--- config.mk ---
export PLATFORM = sky130hd
export DESIGN_NAME = config_spi_if_flat
export DESIGN_NICKNAME = d
export VERILOG_FILES = /design/src/rtl/config_spi_if_if.sv /design/src/rtl/config_spi_if.sv /design/src/flat_wrapper.sv
export SDC_FILE = /design/constraint.sdc
export NUM_CORES = 1
export LEC_CHECK = 0
export CORE_MARGIN = 1.5
export CORE_UTILIZATION = 52
export CTS_CLUSTER_DIAMETER = 40
export DETAILED_ROUTE_END_ITERATION = 10
export HOLD_SLACK_MARGIN = 0.06
export PLACE_DENSITY_LB_ADDON = 0.2
export REMOVE_ABC_BUFFERS = 1
export SKIP_LAST_GASP = 1
export SYNTH_ARGS = -nofsm -noshare
export SYNTH_HDL_FRONTEND = slang
export SYNTH_SLANG_ARGS = --single-unit
--- constraint.sdc ---
create_clock -name clk -period 2.01 [get_ports clk]
set_input_delay 0.3015 -clock clk [delete_from_list [all_inputs] [get_ports clk]]
set_output_delay 0.3015 -clock clk [all_outputs]
set_load 0.02 [all_outputs]
--- src/rtl/config_spi_if_if.sv ---
// Bundle of the serial host pins and the register-bank side of config_spi_if.
// The slave modport is the converter; the master modport is the host plus bank.
interface config_spi_if_if #(
  parameter int ADDR_W = 3,
  parameter int DATA_W = 16
);
  logic              sclk;
  logic              cs_n;
  logic              mosi;
  logic              miso;
  logic              reg_write;
  logic [ADDR_W-1:0] reg_addr;
  logic [DATA_W-1:0] reg_wdata;
  logic [DATA_W-1:0] reg_rdata;
  logic              frame_err;

  modport master (
    output sclk, cs_n, mosi, reg_rdata,
    input  miso, reg_write, reg_addr, reg_wdata, frame_err
  );

  modport slave (
    input  sclk, cs_n, mosi, reg_rdata,
    output miso, reg_write, reg_addr, reg_wdata, frame_err
  );
endinterface

--- src/rtl/config_spi_if.sv ---
// SPI mode-0 host interface: turns 24-bit frames (8-bit command + data) into
// single-cycle register writes and shifts register read data back out on miso.
module config_spi_if #(
  parameter int ADDR_W      = 3,
  parameter int DATA_W      = 16,
  parameter int SYNC_STAGES = 2
) (
  input  logic           clk,
  input  logic           reset,
  config_spi_if_if.slave bus
);

  localparam int CNT_W = $clog2(DATA_W + 9);
  localparam logic [CNT_W-1:0] CMD_LAST   = CNT_W'(7);
  localparam logic [CNT_W-1:0] FRAME_LAST = CNT_W'(DATA_W + 7);

  typedef enum logic [1:0] {IDLE, CMD, DATA, WAIT} state_t;

  state_t state_q, state_d;

  logic [SYNC_STAGES-1:0] sclk_sync_q, sclk_sync_d;
  logic [SYNC_STAGES-1:0] cs_sync_q, cs_sync_d;
  logic [SYNC_STAGES-1:0] mosi_sync_q, mosi_sync_d;
  logic                   sclk_prev_q, cs_prev_q;

  logic [CNT_W-1:0]  cnt_q, cnt_d;
  logic [6:0]        cmd_sh_q, cmd_sh_d;
  logic              is_wr_q, is_wr_d;
  logic [ADDR_W-1:0] addr_q, addr_d;
  logic [DATA_W-1:0] wdata_q, wdata_d;
  logic [DATA_W-1:0] rd_sh_q, rd_sh_d;
  logic              miso_q, miso_d;
  logic              write_q, write_d;
  logic              err_q, err_d;
  logic [1:0]        upd_q, upd_d;

  logic sclk_s, cs_s, mosi_s;
  logic cs_fall, cs_rise, edge_en, sclk_rise, sclk_fall;

  assign sclk_sync_d = {sclk_sync_q[SYNC_STAGES-2:0], bus.sclk};
  assign cs_sync_d   = {cs_sync_q[SYNC_STAGES-2:0], bus.cs_n};
  assign mosi_sync_d = {mosi_sync_q[SYNC_STAGES-2:0], bus.mosi};

  assign sclk_s = sclk_sync_q[SYNC_STAGES-1];
  assign cs_s   = cs_sync_q[SYNC_STAGES-1];
  assign mosi_s = mosi_sync_q[SYNC_STAGES-1];

  assign cs_fall = cs_prev_q & ~cs_s;
  assign cs_rise = ~cs_prev_q & cs_s;
  // Keep edges live in the cycle cs_n rises so a coincident final bit still completes.
  assign edge_en   = ~cs_s | cs_rise;
  assign sclk_rise = edge_en & sclk_s & ~sclk_prev_q;
  assign sclk_fall = edge_en & ~sclk_s & sclk_prev_q;

  always_ff @(posedge clk) begin
    if (!reset) state_q <= IDLE;
    else        state_q <= state_d;
  end

  always_comb begin
    state_d = state_q;
    case (state_q)
      IDLE: if (cs_fall) state_d = CMD;
      CMD: begin
        if (cs_rise)                               state_d = IDLE;
        else if (sclk_rise && cnt_q == CMD_LAST)   state_d = DATA;
      end
      DATA: begin
        if (sclk_rise && cnt_q == FRAME_LAST)      state_d = WAIT;
        else if (cs_rise)                          state_d = IDLE;
      end
      WAIT: if (cs_s) state_d = IDLE;
      default: state_d = IDLE;
    endcase
  end

  always_comb begin
    cnt_d    = cnt_q;
    cmd_sh_d = cmd_sh_q;
    is_wr_d  = is_wr_q;
    addr_d   = addr_q;
    wdata_d  = wdata_q;
    rd_sh_d  = rd_sh_q;
    miso_d   = miso_q;
    write_d  = 1'b0;
    err_d    = 1'b0;
    upd_d    = {upd_q[0], 1'b0};
    case (state_q)
      IDLE: begin
        cnt_d  = '0;
        miso_d = 1'b0;
      end
      CMD: begin
        miso_d = 1'b0;
        if (cs_rise) begin
          err_d = 1'b1;
        end else if (sclk_rise) begin
          cnt_d    = cnt_q + 1'b1;
          cmd_sh_d = {cmd_sh_q[5:0], mosi_s};
          if (cnt_q == CMD_LAST) begin
            is_wr_d  = cmd_sh_q[6];
            addr_d   = {cmd_sh_q[ADDR_W-2:0], mosi_s};
            upd_d[0] = 1'b1;
          end
        end
      end
      DATA: begin
        if (sclk_rise) begin
          cnt_d = cnt_q + 1'b1;
          if (is_wr_q) wdata_d = {wdata_q[DATA_W-2:0], mosi_s};
        end
        if (sclk_rise && cnt_q == FRAME_LAST) begin
          write_d = is_wr_q;
          miso_d  = 1'b0;
        end else if (cs_rise) begin
          err_d  = 1'b1;
          miso_d = 1'b0;
        end else if (sclk_fall && !is_wr_q) begin
          miso_d  = rd_sh_q[DATA_W-1];
          rd_sh_d = {rd_sh_q[DATA_W-2:0], 1'b0};
        end
      end
      WAIT: miso_d = 1'b0;
      default: miso_d = 1'b0;
    endcase
    // Bank output is registered: sample it two cycles after the address moves.
    if (upd_q[1]) rd_sh_d = bus.reg_rdata;
  end

  always_ff @(posedge clk) begin
    if (!reset) begin
      sclk_sync_q <= '0;
      cs_sync_q   <= '0;
      mosi_sync_q <= '0;
      sclk_prev_q <= 1'b0;
      cs_prev_q   <= 1'b0;
      cnt_q       <= '0;
      cmd_sh_q    <= '0;
      is_wr_q     <= 1'b0;
      addr_q      <= '0;
      wdata_q     <= '0;
      rd_sh_q     <= '0;
      miso_q      <= 1'b0;
      write_q     <= 1'b0;
      err_q       <= 1'b0;
      upd_q       <= '0;
    end else begin
      sclk_sync_q <= sclk_sync_d;
      cs_sync_q   <= cs_sync_d;
      mosi_sync_q <= mosi_sync_d;
      sclk_prev_q <= sclk_s;
      cs_prev_q   <= cs_s;
      cnt_q       <= cnt_d;
      cmd_sh_q    <= cmd_sh_d;
      is_wr_q     <= is_wr_d;
      addr_q      <= addr_d;
      wdata_q     <= wdata_d;
      rd_sh_q     <= rd_sh_d;
      miso_q      <= miso_d;
      write_q     <= write_d;
      err_q       <= err_d;
      upd_q       <= upd_d;
    end
  end

  assign bus.miso      = miso_q;
  assign bus.reg_write = write_q;
  assign bus.reg_addr  = addr_q;
  assign bus.reg_wdata = wdata_q;
  assign bus.frame_err = err_q;

endmodule

--- src/flat_wrapper.sv ---
// flat-port wrapper written by rule: the top's interface ports become plain ports
module config_spi_if_flat 
#(
  parameter int ADDR_W      = 3,
  parameter int DATA_W      = 16,
  parameter int SYNC_STAGES = 2
)
  (clk, reset, bus_sclk, bus_cs_n, bus_mosi, bus_reg_rdata, bus_miso, bus_reg_write, bus_reg_addr, bus_reg_wdata, bus_frame_err);
  config_spi_if_if #(.ADDR_W(ADDR_W), .DATA_W(DATA_W)) bus_i ();
  input  logic clk;
  input  logic reset;
  input wire logic [$bits(bus_i.sclk)-1:0] bus_sclk;
  input wire logic [$bits(bus_i.cs_n)-1:0] bus_cs_n;
  input wire logic [$bits(bus_i.mosi)-1:0] bus_mosi;
  input wire logic [$bits(bus_i.reg_rdata)-1:0] bus_reg_rdata;
  output wire logic [$bits(bus_i.miso)-1:0] bus_miso;
  output wire logic [$bits(bus_i.reg_write)-1:0] bus_reg_write;
  output wire logic [$bits(bus_i.reg_addr)-1:0] bus_reg_addr;
  output wire logic [$bits(bus_i.reg_wdata)-1:0] bus_reg_wdata;
  output wire logic [$bits(bus_i.frame_err)-1:0] bus_frame_err;
  assign bus_i.sclk = bus_sclk;
  assign bus_i.cs_n = bus_cs_n;
  assign bus_i.mosi = bus_mosi;
  assign bus_i.reg_rdata = bus_reg_rdata;
  assign bus_miso = bus_i.miso;
  assign bus_reg_write = bus_i.reg_write;
  assign bus_reg_addr = bus_i.reg_addr;
  assign bus_reg_wdata = bus_i.reg_wdata;
  assign bus_frame_err = bus_i.frame_err;
  config_spi_if #(.ADDR_W(ADDR_W), .DATA_W(DATA_W), .SYNC_STAGES(SYNC_STAGES)) u_core (.clk(clk), .reset(reset), .bus(bus_i));
endmodule
==> impl_summary.txt, run 1 <==
----------------------------------------------------
[Placement]
  Dpl cell area ... ~0.003 mm²
  HPWL reported at the end of detailed placement ... 3010 µm
  Routability Congestion ... just under 0.8
  Number of placed instances, taps included ... 361
  Placement-stage worst setup slack ... roughly 0.17 ns
  Number of buffers inserted by port buffering ... 42

[Logic synthesis]
  Mux share of post-synthesis cell area ... 0.120
  Mean post-synth cell area ... 9.18 µm²
  Compound-Gate Fraction of Synth Area ... 0.131
  Share of synthesized cell area in and, or, nand and nor gates ... 0.181
  Cell count after synthesis ... 274
  Synthesis-stage register bit count ... 63
  Post-Synth Adder-Cell Area ... 0.0298
  Cell area after technology mapping ... 0.00252 mm²
  Number of distinct library cells after synthesis ... 33
  YS warnings ... 0
  Post-synthesis share of cell area spent on xor and xnor gates ... 0
  Sequential area share after synthesis ... 0.501
  Combinational family with the most area after synthesis ... simple AND/OR/NAND/NOR gates

[STA]
  RSZ-0062 raised after global routing ... false
  Accumulated negative setup slack ... 0 ns
  Fin crit share ... 0.921
  Timing-limited maximum frequency ... 540 MHz
  Count of endpoints failing hold in the final timing report ... 0
  Setup violations, final ... 0
  Hold slack ... about 0.43 ns
  Fin crit period ... 1.85 ns
  Final Max Tran Viols ... 0
  Crit path setup slack, layout ... around 0.16 ns
  Max-Slew Margin vs Limit ... 0.516
  Post-Route Skew ... about 0.0099 ns
  Transition time at the pin with the least slew margin ... 0.725 ns

[Finish]
  Final std cells w/o fill ... 377
  Antenna diode instance count ... 0
  Highest-count cells in the layout ignoring fill and taps ... dfxtp_1, clkdlybuf4s50_1, nand2_1
  Total non-filler cell area in the finished layout ... about 0.0032 mm²
  Number of nets at the end of the flow ... approximately 350
  Synthesis-to-layout area growth ... 26.0%
  Post-layout utilization of the core ... 0.676
  Ratio of cells with drive above 1 in the final layout ... 0.0774
  Leading cell type in the layout, fill and taps excluded ... dfxtp_1

[Drt]
  Via count of the routed design ... 1,923
  DRC violation count after routing ... 0
  WL per Instance ... about 12 µm
  1st-iter DRT viols ... 139
  Total length of routed wires ... 4430 µm
  First-pass iteration count of the detailed router ... 4
  Post-DRT Antenna Nets ... 0
  Via density per instance ... 5.10

[Global routing]
  Global-route total usage across every layer ... 0.190
  Wire length of the first global-routing pass ... about 7600 µm
  Met1 usage ... 0.257
  Largest net degree at the start of global routing ... 31
  Global routing met3 resource utilization ... 0.0750
  Met2 capacity usage during global routing ... 0.264
  Highest-utilization routing layer at the global route stage ... met2
  Initial antenna violation count ... 0
  Via count of the first global-routing pass ... around 1,700
  Total congestion overflow ... 0

[Worst setup path]
  Critical Path Start Type ... flop
  Critical Path AT ... 2.08 ns
  R2R Path End ... u_core.state_q[0]$_SDFFE_PN0P_
  Length in cells of the worst reg-to-reg path ... 6
  Critical path peak fanout ... 5
  Worst Setup Path Type ... flop to flop
  Req. time, crit path ... about 2.2 ns
  R2R Path Start ... u_core.cnt_q[0]$_SDFFE_PN0P_
  Endpoint class of the critical path ... flop
  R2R setup slack ... 0.16 ns

[Min path]
  Endpoint with the worst hold slack ... u_core.cs_sync_q[1]$_SDFF_PN0_
  Hold path depth ... 1
  Worst min-delay path category ... flop to flop
  Hold Path Origin ... u_core.cs_sync_q[0]$_SDFF_PN0_

[Clocking]
  Resized cells post-CTS ... 0
  Clk sinks ... between 60 and 70
  Number of clock buffers inserted by TritonCTS ... 9
  TritonCTS clock tree ... yes
  Bufs on Longest Clock Path ... 2
  Hold-fix buffer count after cts ... 0
  Clock-pin slew reported for the worst setup and hold paths after clock tree synthesis ... around 0.070 ns
  Depth of the CTS H-tree ... 3
  Clk Tree Root Cell ... clkbuf_8
  Number of post-CTS setup repair buffers ... 0
  Insertion delay to the later sink of the worst-skew pair ... approximately 0.34 ns

[Floorplan]
  Core ar. ... about 0.0047 mm²
  Top-level port count ... 43
  Floorplan die height ... a little over 70 µm
  Overall die area ... 0.00526 mm²
  Starting utilization of the core area ... 0.536
  Core Rows ... 25
  Die Span X ... 72.6 µm

[Status]
  Result of the run ... complete, no violations

[Power and ir drop]
  Total power after layout ... approximately 2.4 mW
  Areal power density over the cells ... 762 mW/mm²
  Leakage Power ... about 1.2 nW
  Peak VDD IR ... 509 µV

[Job]
  Number of maximum-capacitance constraint violations ... 0

----------------------------------------------------
==> metal layers <==
layer  vias to the layer above  part of all wire
met1                       852              0.51
met2                        35              0.44
li1                       1030                 -
met3                         6             0.041
met4                         0             0.013
met5                         -                 0
==> final cells by class <==
type	instances	area, µm²
fill	398	1520
tap	54	67.6
clock buffer	11	151
multi-input combinational	191	1160
sequential	63	1260
inverter	5	18.8
timing repair buffer	48	478
clock inverter	5	32.5
==> critical path, cell delays in order (launching register included) <==
cell,delay [ns]
dfxtp_1,0.36
ha_1,0.22
and4bb_1,0.23
nand3_1,0.09
a222oi_1,0.36
nand2_1,0.15
o311a_1,0.34
==> how the worst max path moves through the flow <==
stage,start,endpoint,depth (start not counted),slack (ns)
after floorplan,u_core.cnt_q[0]$_SDFFE_PN0P_,u_core.rd_sh_q[10]$_SDFFE_PN0P_,6,0.05
after CTS,u_core.cnt_q[0]$_SDFFE_PN0P_,u_core.state_q[0]$_SDFFE_PN0P_,6,0.16
after global routing,u_core.cnt_q[0]$_SDFFE_PN0P_,u_core.state_q[0]$_SDFFE_PN0P_,6,0.05
after detailed placement,u_core.cnt_q[0]$_SDFFE_PN0P_,u_core.state_q[0]$_SDFFE_PN0P_,6,0.17
final,u_core.cnt_q[0]$_SDFFE_PN0P_,u_core.state_q[0]$_SDFFE_PN0P_,6,0.16
after global placement,u_core.cnt_q[0]$_SDFFE_PN0P_,u_core.state_q[0]$_SDFFE_PN0P_,6,0.23
==> flip-flops by register name (all words and copies together) (netlist names), 2 cells and up <==
name,cells
u_core.cs_sync_q,2
u_core.cmd_sh_q,7
u_core.cnt_q,5
u_core.bus.reg_addr,3
u_core.sclk_sync_q,2
u_core.upd_q,2
u_core.state_q,2
u_core.mosi_sync_q,2
u_core.rd_sh_q,16
u_core.bus.reg_wdata,16
==> cell usage after synthesis <==
cell / count / area (µm²)
nand3_1: 10 / 50.1
clkbuf_1: 9 / 33.8
buf_1: 1 / 3.75
nand2b_1: 2 / 12.5
a21bo_2: 1 / 10.0
and3_1: 4 / 25.0
buf_2: 2 / 10.0
and2_1: 11 / 68.8
ha_1: 6 / 75.1
nand2_1: 40 / 150
clkbuf_2: 1 / 5.00
o21ai_0: 16 / 80.1
o21a_1: 2 / 15.0
a222oi_1: 1 / 10.0
a21boi_0: 2 / 15.0
dfxtp_1: 63 / 1260
and4bb_1: 2 / 25.0
inv_1: 4 / 15.0
o311a_1: 1 / 10.0
and2b_1: 1 / 7.51
a21oi_1: 35 / 175
or3b_2: 1 / 8.76
a21boi_1: 1 / 7.51
a21o_1: 1 / 7.51
clkinv_1: 1 / 3.75
mux2i_1: 29 / 290
buf_6: 2 / 22.5
nor2_1: 18 / 67.6
nor3_1: 3 / 15.0
nor2b_1: 1 / 6.26
and4b_1: 1 / 10.0
mux2_2: 1 / 11.3
nand3b_1: 1 / 7.51
==> logic make-up after synthesis <==
| family | after synthesis |
|---|---|
| fa+ha+maj | 6 |
| flops | 63 |
| compound gates | 60 |
| simple gates | 95 |
| mux | 30 |
| buf+inv | 20 |
==> power breakdown <==
part	internal, mW	switching [mW]	total (mW)
registers	1.26	0.00818	1.27
logic	0.0780	0.0773	0.155
clock network	0.512	0.480	0.992
total	1.85	0.566	2.42
Power figures use the tool's default switching activity.
==> run 2: changes to the inputs <==
- GPL_TIMING_DRIVEN: not set -> 0
- MAX_ROUTING_LAYER: not set -> met4
==> impl_summary.txt, run 2 (synthesized netlist as in run 1, its figures left out) <==
----------------------------------------------------
[Status]
  Result of the run ... complete, no violations

[Global routing]
  Total congestion overflow ... 0 (unchanged)
  Via count of the first global-routing pass ... 1,741 (+4.0%)
  Wire length of the first global-routing pass ... 7760 µm (+2.6%)
  Largest net degree at the start of global routing ... 36 (+16%)
  Initial antenna violation count ... 0 (unchanged)
  Global-route total usage across every layer ... 0.198 (+0.00861)

[STA]
  Transition time at the pin with the least slew margin ... 0.941 ns (+0.216 ns)
  Timing-limited maximum frequency ... 523 MHz (-3.2%)
  Setup violations, final ... 0 (unchanged)
  Count of endpoints failing hold in the final timing report ... 0 (unchanged)
  Final Max Tran Viols ... 0 (unchanged)
  Post-Route Skew ... 0.00517 ns (-0.00474 ns)
  Fin crit share ... 0.951 (+0.0301)
  Fin crit period ... 1.91 ns (+0.0604 ns)
  Max-Slew Margin vs Limit ... 0.372 (-0.144)

[Finish]
  Highest-count cells in the layout ignoring fill and taps ... dfxtp_1, clkdlybuf4s50_1, nand2_1
  Area taken by multi-input logic gates ... 0.00117 mm² (+0.54%)
  Antenna diode instance count ... 0 (unchanged)
  Post-layout utilization of the core ... 0.669 (-0.00720)
  Synthesis-to-layout area growth ... 24.7%
  Ratio of cells with drive above 1 in the final layout ... 0.0635 (-0.0139)
  Leading cell type in the layout, fill and taps excluded ... dfxtp_1
  Flip-flop and latch area ... 0.00126 mm² (about the same)
  Number of nets at the end of the flow ... 340 (-1.4%)
  Number of inserted filler cells in the final layout ... 394 (-1.0%)

[Drt]
  Via density per instance ... 5.29 (+3.8%)
  WL per Instance ... 12.0 µm (+2.6%)
  DRC violation count after routing ... 0 (unchanged)
  1st-iter DRT viols ... 107 (-23%)
  Total length of routed wires ... 4450 µm (+0.41%)
  Via count of the routed design ... 1,953 (+1.6%)
  Post-DRT Antenna Nets ... 0 (unchanged)
  First-pass iteration count of the detailed router ... 4 (unchanged)

[Worst setup path]
  Critical Path Start Type ... flop
  R2R setup slack ... 0.1 ns (-0.06 ns)
  Length in cells of the worst reg-to-reg path ... 6 (unchanged)
  Req. time, crit path ... 2.22 ns (-0.02 ns)
  Worst-path cell with the longest stage delay ... a222oi_1
  R2R Path End ... u_core.state_q[0]$_SDFFE_PN0P_
  Endpoint class of the critical path ... flop
  Stage delay of the slowest cell on the critical path ... 0.45 ns (+0.09 ns)
  R2R Path Start ... u_core.state_q[1]$_SDFFE_PN0P_
  CP Cell Sequence ... inv_1 > ha_1 > and2_1 > a222oi_1 > nand2_1 > o311a_1
  Critical path peak fanout ... 4 (-1)
  Critical Path AT ... 2.13 ns (+0.05 ns)
  Worst Setup Path Type ... flop to flop

[Placement]
  HPWL reported at the end of detailed placement ... 3040 µm (+1.2%)
  Number of buffers inserted by port buffering ... 42 (unchanged)
  Routability Congestion ... 0.796 (+3.2%)

[Power and ir drop]
  Peak VDD IR ... 560 µV (+10%)
  Total power after layout ... 2.48 mW (+2.5%)
  Leakage Power ... 1.14 nW (-2.2%)
  Areal power density over the cells ... 789 mW/mm² (+3.6%)

[Floorplan]
  Top-level port count ... 43 (unchanged)
  Overall die area ... 0.00526 mm² (unchanged)
  Die Span X ... 72.6 µm (unchanged)
  Starting utilization of the core area ... 0.536 (unchanged)
  Floorplan die height ... 72.6 µm (unchanged)
  Core ar. ... 0.00469 mm² (unchanged)
  Core Rows ... 25 (unchanged)

[Min path]
  Hold Path Origin ... u_core.sclk_sync_q[0]$_SDFF_PN0_
  Hold path depth ... 1 (unchanged)
  Worst min-delay path category ... flop to flop
  Endpoint with the worst hold slack ... u_core.sclk_sync_q[1]$_SDFF_PN0_

[Clocking]
  TritonCTS clock tree ... yes
  Clk sinks ... 63 (unchanged)
  Insertion delay to the later sink of the worst-skew pair ... 0.32 ns (-0.02 ns)
  Clk Tree Root Cell ... clkbuf_8
  Depth of the CTS H-tree ... 3 (unchanged)
  Bufs on Longest Clock Path ... 2 (unchanged)
  Hold-fix buffer count after cts ... 0 (unchanged)
  Number of clock buffers inserted by TritonCTS ... 9 (unchanged)
  Clock-pin slew reported for the worst setup and hold paths after clock tree synthesis ... 0.06 ns (about the same)

[Job]
  Number of maximum-capacitance constraint violations ... 0 (unchanged)

----------------------------------------------------
[run 2: cell types whose count changed in the layout (fill, tap and decap cells not counted), sizes merged]
cell,before,now
clkinv,6,1
buf,6,1
clkdlybuf4s50,42,41
clkbuf,11,12
dlymetal6s2s,0,1
bufinv,0,1
[run 2: worst max-delay path by stage]
stage                                            endpoint                           start  slack [ns]
after floorplan           u_core.rd_sh_q[10]$_SDFFE_PN0P_    u_core.cnt_q[0]$_SDFFE_PN0P_        0.05
after global placement     u_core.state_q[1]$_SDFFE_PN0P_                           reset       -0.99
after detailed placement   u_core.state_q[1]$_SDFFE_PN0P_                           reset       -1.01
after CTS                  u_core.rd_sh_q[2]$_SDFFE_PN0P_    u_core.cnt_q[0]$_SDFFE_PN0P_      0.0002
after global routing       u_core.state_q[0]$_SDFFE_PN0P_    u_core.cnt_q[0]$_SDFFE_PN0P_       -0.03
final                      u_core.state_q[0]$_SDFFE_PN0P_  u_core.state_q[1]$_SDFFE_PN0P_         0.1
[run 2: critical path, delay by kind of cell, from the launching register on]
family                   cells  cell delay (ns)
AO/OA/AOI/OAI                2             0.80
adder cells (fa/ha/maj)      1             0.23
buffers and inverters        1             0.08
flip-flops                   1             0.36
AND/OR/NAND/NOR              2             0.32
[run 2: report_power, final]
part           internal, mW  switching [mW]
Sequential             1.26         0.00865
Combinational        0.0807          0.0787
Clock                 0.620           0.428
[run 2: per-stage QoR]
| step | worst slack [ns] | instance area, µm² | TNS, ns | hold slack [ns] | cells |
|---|---|---|---|---|---|
| floorplan | 0.0486 | 2440 | 0 | 0.412 | 259 |
| global placement | -0.986 | 2930 | -31.78 | 0.417 | 355 |
| detailed placement | -1.01 | 2930 | -32.74 | 0.425 | 355 |
| CTS | 0.000152 | 3120 | 0 | 0.434 | 368 |
| global route | -0.0258 | 3140 | -0.0258 | 0.442 | 369 |
| finish | 0.0988 | 3140 | 0 | 0.430 | 369 |
[run 2: area by class of cell]
type                    count  area share
clock inverters             1     0.00957
well taps                  54      0.0215
inverters                   5     0.00758
flip-flops and latches     63       0.402
clock buffers              12      0.0495
multi-input cells         191       0.372
repair buffers             43       0.137
[run 2: layer usage]
metal / wire length, µm / track usage
met1: 2140 / 0.248
met4: 108 / 0.113
met3: 166 / 0.0417
met2: 2030 / 0.297
met5: 0 / -
[run 2: repair_timing]
item	CTS	global route
buffers inserted	0	1
gates resized for setup	3	4
endpoints found under the setup margin	50	36
pin swaps	0	2
==> run 3: changes to the inputs <==
- GPL_TIMING_DRIVEN: 0 -> 1
==> impl_summary.txt, run 3 (synthesized netlist as in run 1, its figures left out) <==
----------------------------------------------------
[Status]
  Result of the run ... complete, no violations

[Clocking]
  Clk Tree Root Cell ... clkbuf_8
  Number of post-CTS setup repair buffers ... 0 (unchanged)
  Clock-pin slew reported for the worst setup and hold paths after clock tree synthesis ... 0.07 ns (about the same)
  TritonCTS clock tree ... yes
  Hold-fix buffer count after cts ... 0 (unchanged)
  Depth of the CTS H-tree ... 3 (unchanged)
  Number of clock buffers inserted by TritonCTS ... 9 (unchanged)
  Bufs on Longest Clock Path ... 2 (unchanged)
  Resized cells post-CTS ... 0 (-3)
  Clk sinks ... 63 (unchanged)
  Insertion delay to the later sink of the worst-skew pair ... 0.34 ns (+0.02 ns)

[Worst setup path]
  Critical Path Start Type ... flop
  Start point of the critical path ... u_core.cnt_q[0]$_SDFFE_PN0P_
  Worst-path cell with the longest stage delay ... dfxtp_1
  Critical Path AT ... 2.08 ns (-0.05 ns)
  Worst Path Buf+Inv ... 0 (-1)
  R2R setup slack ... 0.16 ns (+0.06 ns)
  R2R Path Start ... u_core.cnt_q[0]$_SDFFE_PN0P_
  Length in cells of the worst reg-to-reg path ... 6 (unchanged)
  Worst Setup Path Type ... flop to flop
  CP Cell Sequence ... ha_1 > and4bb_1 > nand3_1 > a222oi_1 > nand2_1 > o311a_1
  Top Family by Delay on Critical Path ... compound AO/OA/AOI/OAI gates
  Endpoint class of the critical path ... flop
  Stage delay of the slowest cell on the critical path ... 0.36 ns (-0.09 ns)
  Req. time, crit path ... 2.24 ns (+0.02 ns)
  R2R Path End ... u_core.state_q[0]$_SDFFE_PN0P_
  Critical path peak fanout ... 5 (+1)

[STA]
  Final Max Tran Viols ... 0 (unchanged)
  RSZ-0062 raised after global routing ... false
  Fin crit period ... 1.85 ns (-0.0604 ns)
  Transition time at the pin with the least slew margin ... 0.709 ns (-0.232 ns)
  Hold slack ... 0.435 ns (+0.00479 ns)
  Accumulated negative setup slack ... 0 ns (unchanged)
  Fin crit share ... 0.921 (-0.0300)
  Timing-limited maximum frequency ... 540 MHz (+3.3%)
  Setup violations, final ... 0 (unchanged)
  Post-Route Skew ... 0.0100 ns (+0.00485 ns)
  Max-Slew Margin vs Limit ... 0.527 (+0.155)
  Count of endpoints failing hold in the final timing report ... 0 (unchanged)
  Crit path setup slack, layout ... 0.159 ns (+0.0604 ns)

[Power and ir drop]
  Areal power density over the cells ... 762 mW/mm² (-3.4%)
  Peak VDD IR ... 510 µV (-9.0%)
  Total power after layout ... 2.42 mW (-2.4%)
  Leakage Power ... 1.16 nW (+2.2%)

[Finish]
  Antenna diode instance count ... 0 (unchanged)
  Number of nets at the end of the flow ... 345 (+1.5%)
  Synthesis-to-layout area growth ... 26.0%
  Ratio of cells with drive above 1 in the final layout ... 0.0774 (+0.0139)
  Leading cell type in the layout, fill and taps excluded ... dfxtp_1
  Highest-count cells in the layout ignoring fill and taps ... dfxtp_1, clkdlybuf4s50_1, nand2_1
  Total non-filler cell area in the finished layout ... 0.00317 mm² (+1.1%)

[Min path]
  Endpoint with the worst hold slack ... u_core.cs_sync_q[1]$_SDFF_PN0_
  Hold path depth ... 1 (unchanged)
  Worst min-delay path category ... flop to flop
  Hold Path Origin ... u_core.cs_sync_q[0]$_SDFF_PN0_

[Drt]
  1st-iter DRT viols ... 146 (+36%)
  Total length of routed wires ... 4430 µm (-0.34%)
  DRC violation count after routing ... 0 (unchanged)
  Via count of the routed design ... 1,938 (-0.77%)
  WL per Instance ... 11.8 µm (-2.5%)
  First-pass iteration count of the detailed router ... 5 (+1)
  Via density per instance ... 5.14 (-2.9%)
  Post-DRT Antenna Nets ... 0 (unchanged)

[Global routing]
  Largest net degree at the start of global routing ... 31 (-14%)
  Total congestion overflow ... 0 (unchanged)
  Via count of the first global-routing pass ... 1,665 (-4.4%)
  Initial antenna violation count ... 0 (unchanged)
  Global-route total usage across every layer ... 0.195 (-0.00295)
  Wire length of the first global-routing pass ... 7560 µm (-2.5%)

[Placement]
  Routability Congestion ... 0.782 (-1.8%)
  Number of buffers inserted by port buffering ... 42 (unchanged)
  Placement-stage worst setup slack ... 0.174 ns (+1.19 ns)
  HPWL reported at the end of detailed placement ... 3010 µm (-1.2%)
  Dpl cell area ... 0.00299 mm² (+2.0%)

[Floorplan]
  Top-level port count ... 43 (unchanged)
  Floorplan die height ... 72.6 µm (unchanged)
  Core Rows ... 25 (unchanged)
  Die Span X ... 72.6 µm (unchanged)
  Overall die area ... 0.00526 mm² (unchanged)
  Starting utilization of the core area ... 0.536 (unchanged)
  Core ar. ... 0.00469 mm² (unchanged)

[Job]
  Number of maximum-capacitance constraint violations ... 0 (unchanged)

----------------------------------------------------
[run 3: worst max-delay path by stage]
stage | end | cells after the start | slack [ns]
after floorplan | u_core.rd_sh_q[10]$_SDFFE_PN0P_ | 6 | 0.05
after global placement | u_core.state_q[0]$_SDFFE_PN0P_ | 6 | 0.23
after detailed placement | u_core.state_q[0]$_SDFFE_PN0P_ | 6 | 0.17
after CTS | u_core.state_q[0]$_SDFFE_PN0P_ | 6 | 0.16
after global routing | u_core.state_q[0]$_SDFFE_PN0P_ | 6 | 0.05
final | u_core.state_q[0]$_SDFFE_PN0P_ | 6 | 0.16
[run 3: routing by layer]
metal / track usage / part of all wire / vias to the layer above / wire, µm
li1: - / - / 1031 / -
met1: 0.257 / 0.50 / 862 / 2240
met2: 0.264 / 0.44 / 38 / 1930
met3: 0.0625 / 0.041 / 7 / 183
met4: 0.107 / 0.018 / 0 / 78
met5: - / 0 / - / 0
[run 3: through the flow]
stage	std cells	util
final	377	0.676
after global routing	377	0.676
after global placement	361	0.637
after detailed placement	361	0.637
after CTS	377	0.676
after floorplan	259	-
[run 3: final cells by class]
| class | instances | area (µm²) |
|---|---|---|
| multi-input combinational | 191 | 1160 |
| fill | 398 | 1520 |
| tap | 54 | 67.6 |
| clock inverter | 5 | 32.5 |
| clock buffer | 11 | 151 |
| timing repair buffer | 48 | 478 |
| sequential | 63 | 1260 |
| inverter | 5 | 18.8 |
[run 3: report_power, final]
part           switching (mW)  total [mW]  internal [mW]
combinational          0.0772       0.155         0.0779
clock                   0.483       0.994          0.512
sequential            0.00813        1.27           1.26
[run 3: worst register-to-register path: stages (launching register included)]
cell      delay (ns)
dfxtp_1         0.36
ha_1            0.22
and4bb_1        0.23
nand3_1         0.09
a222oi_1        0.36
nand2_1         0.15
o311a_1         0.34
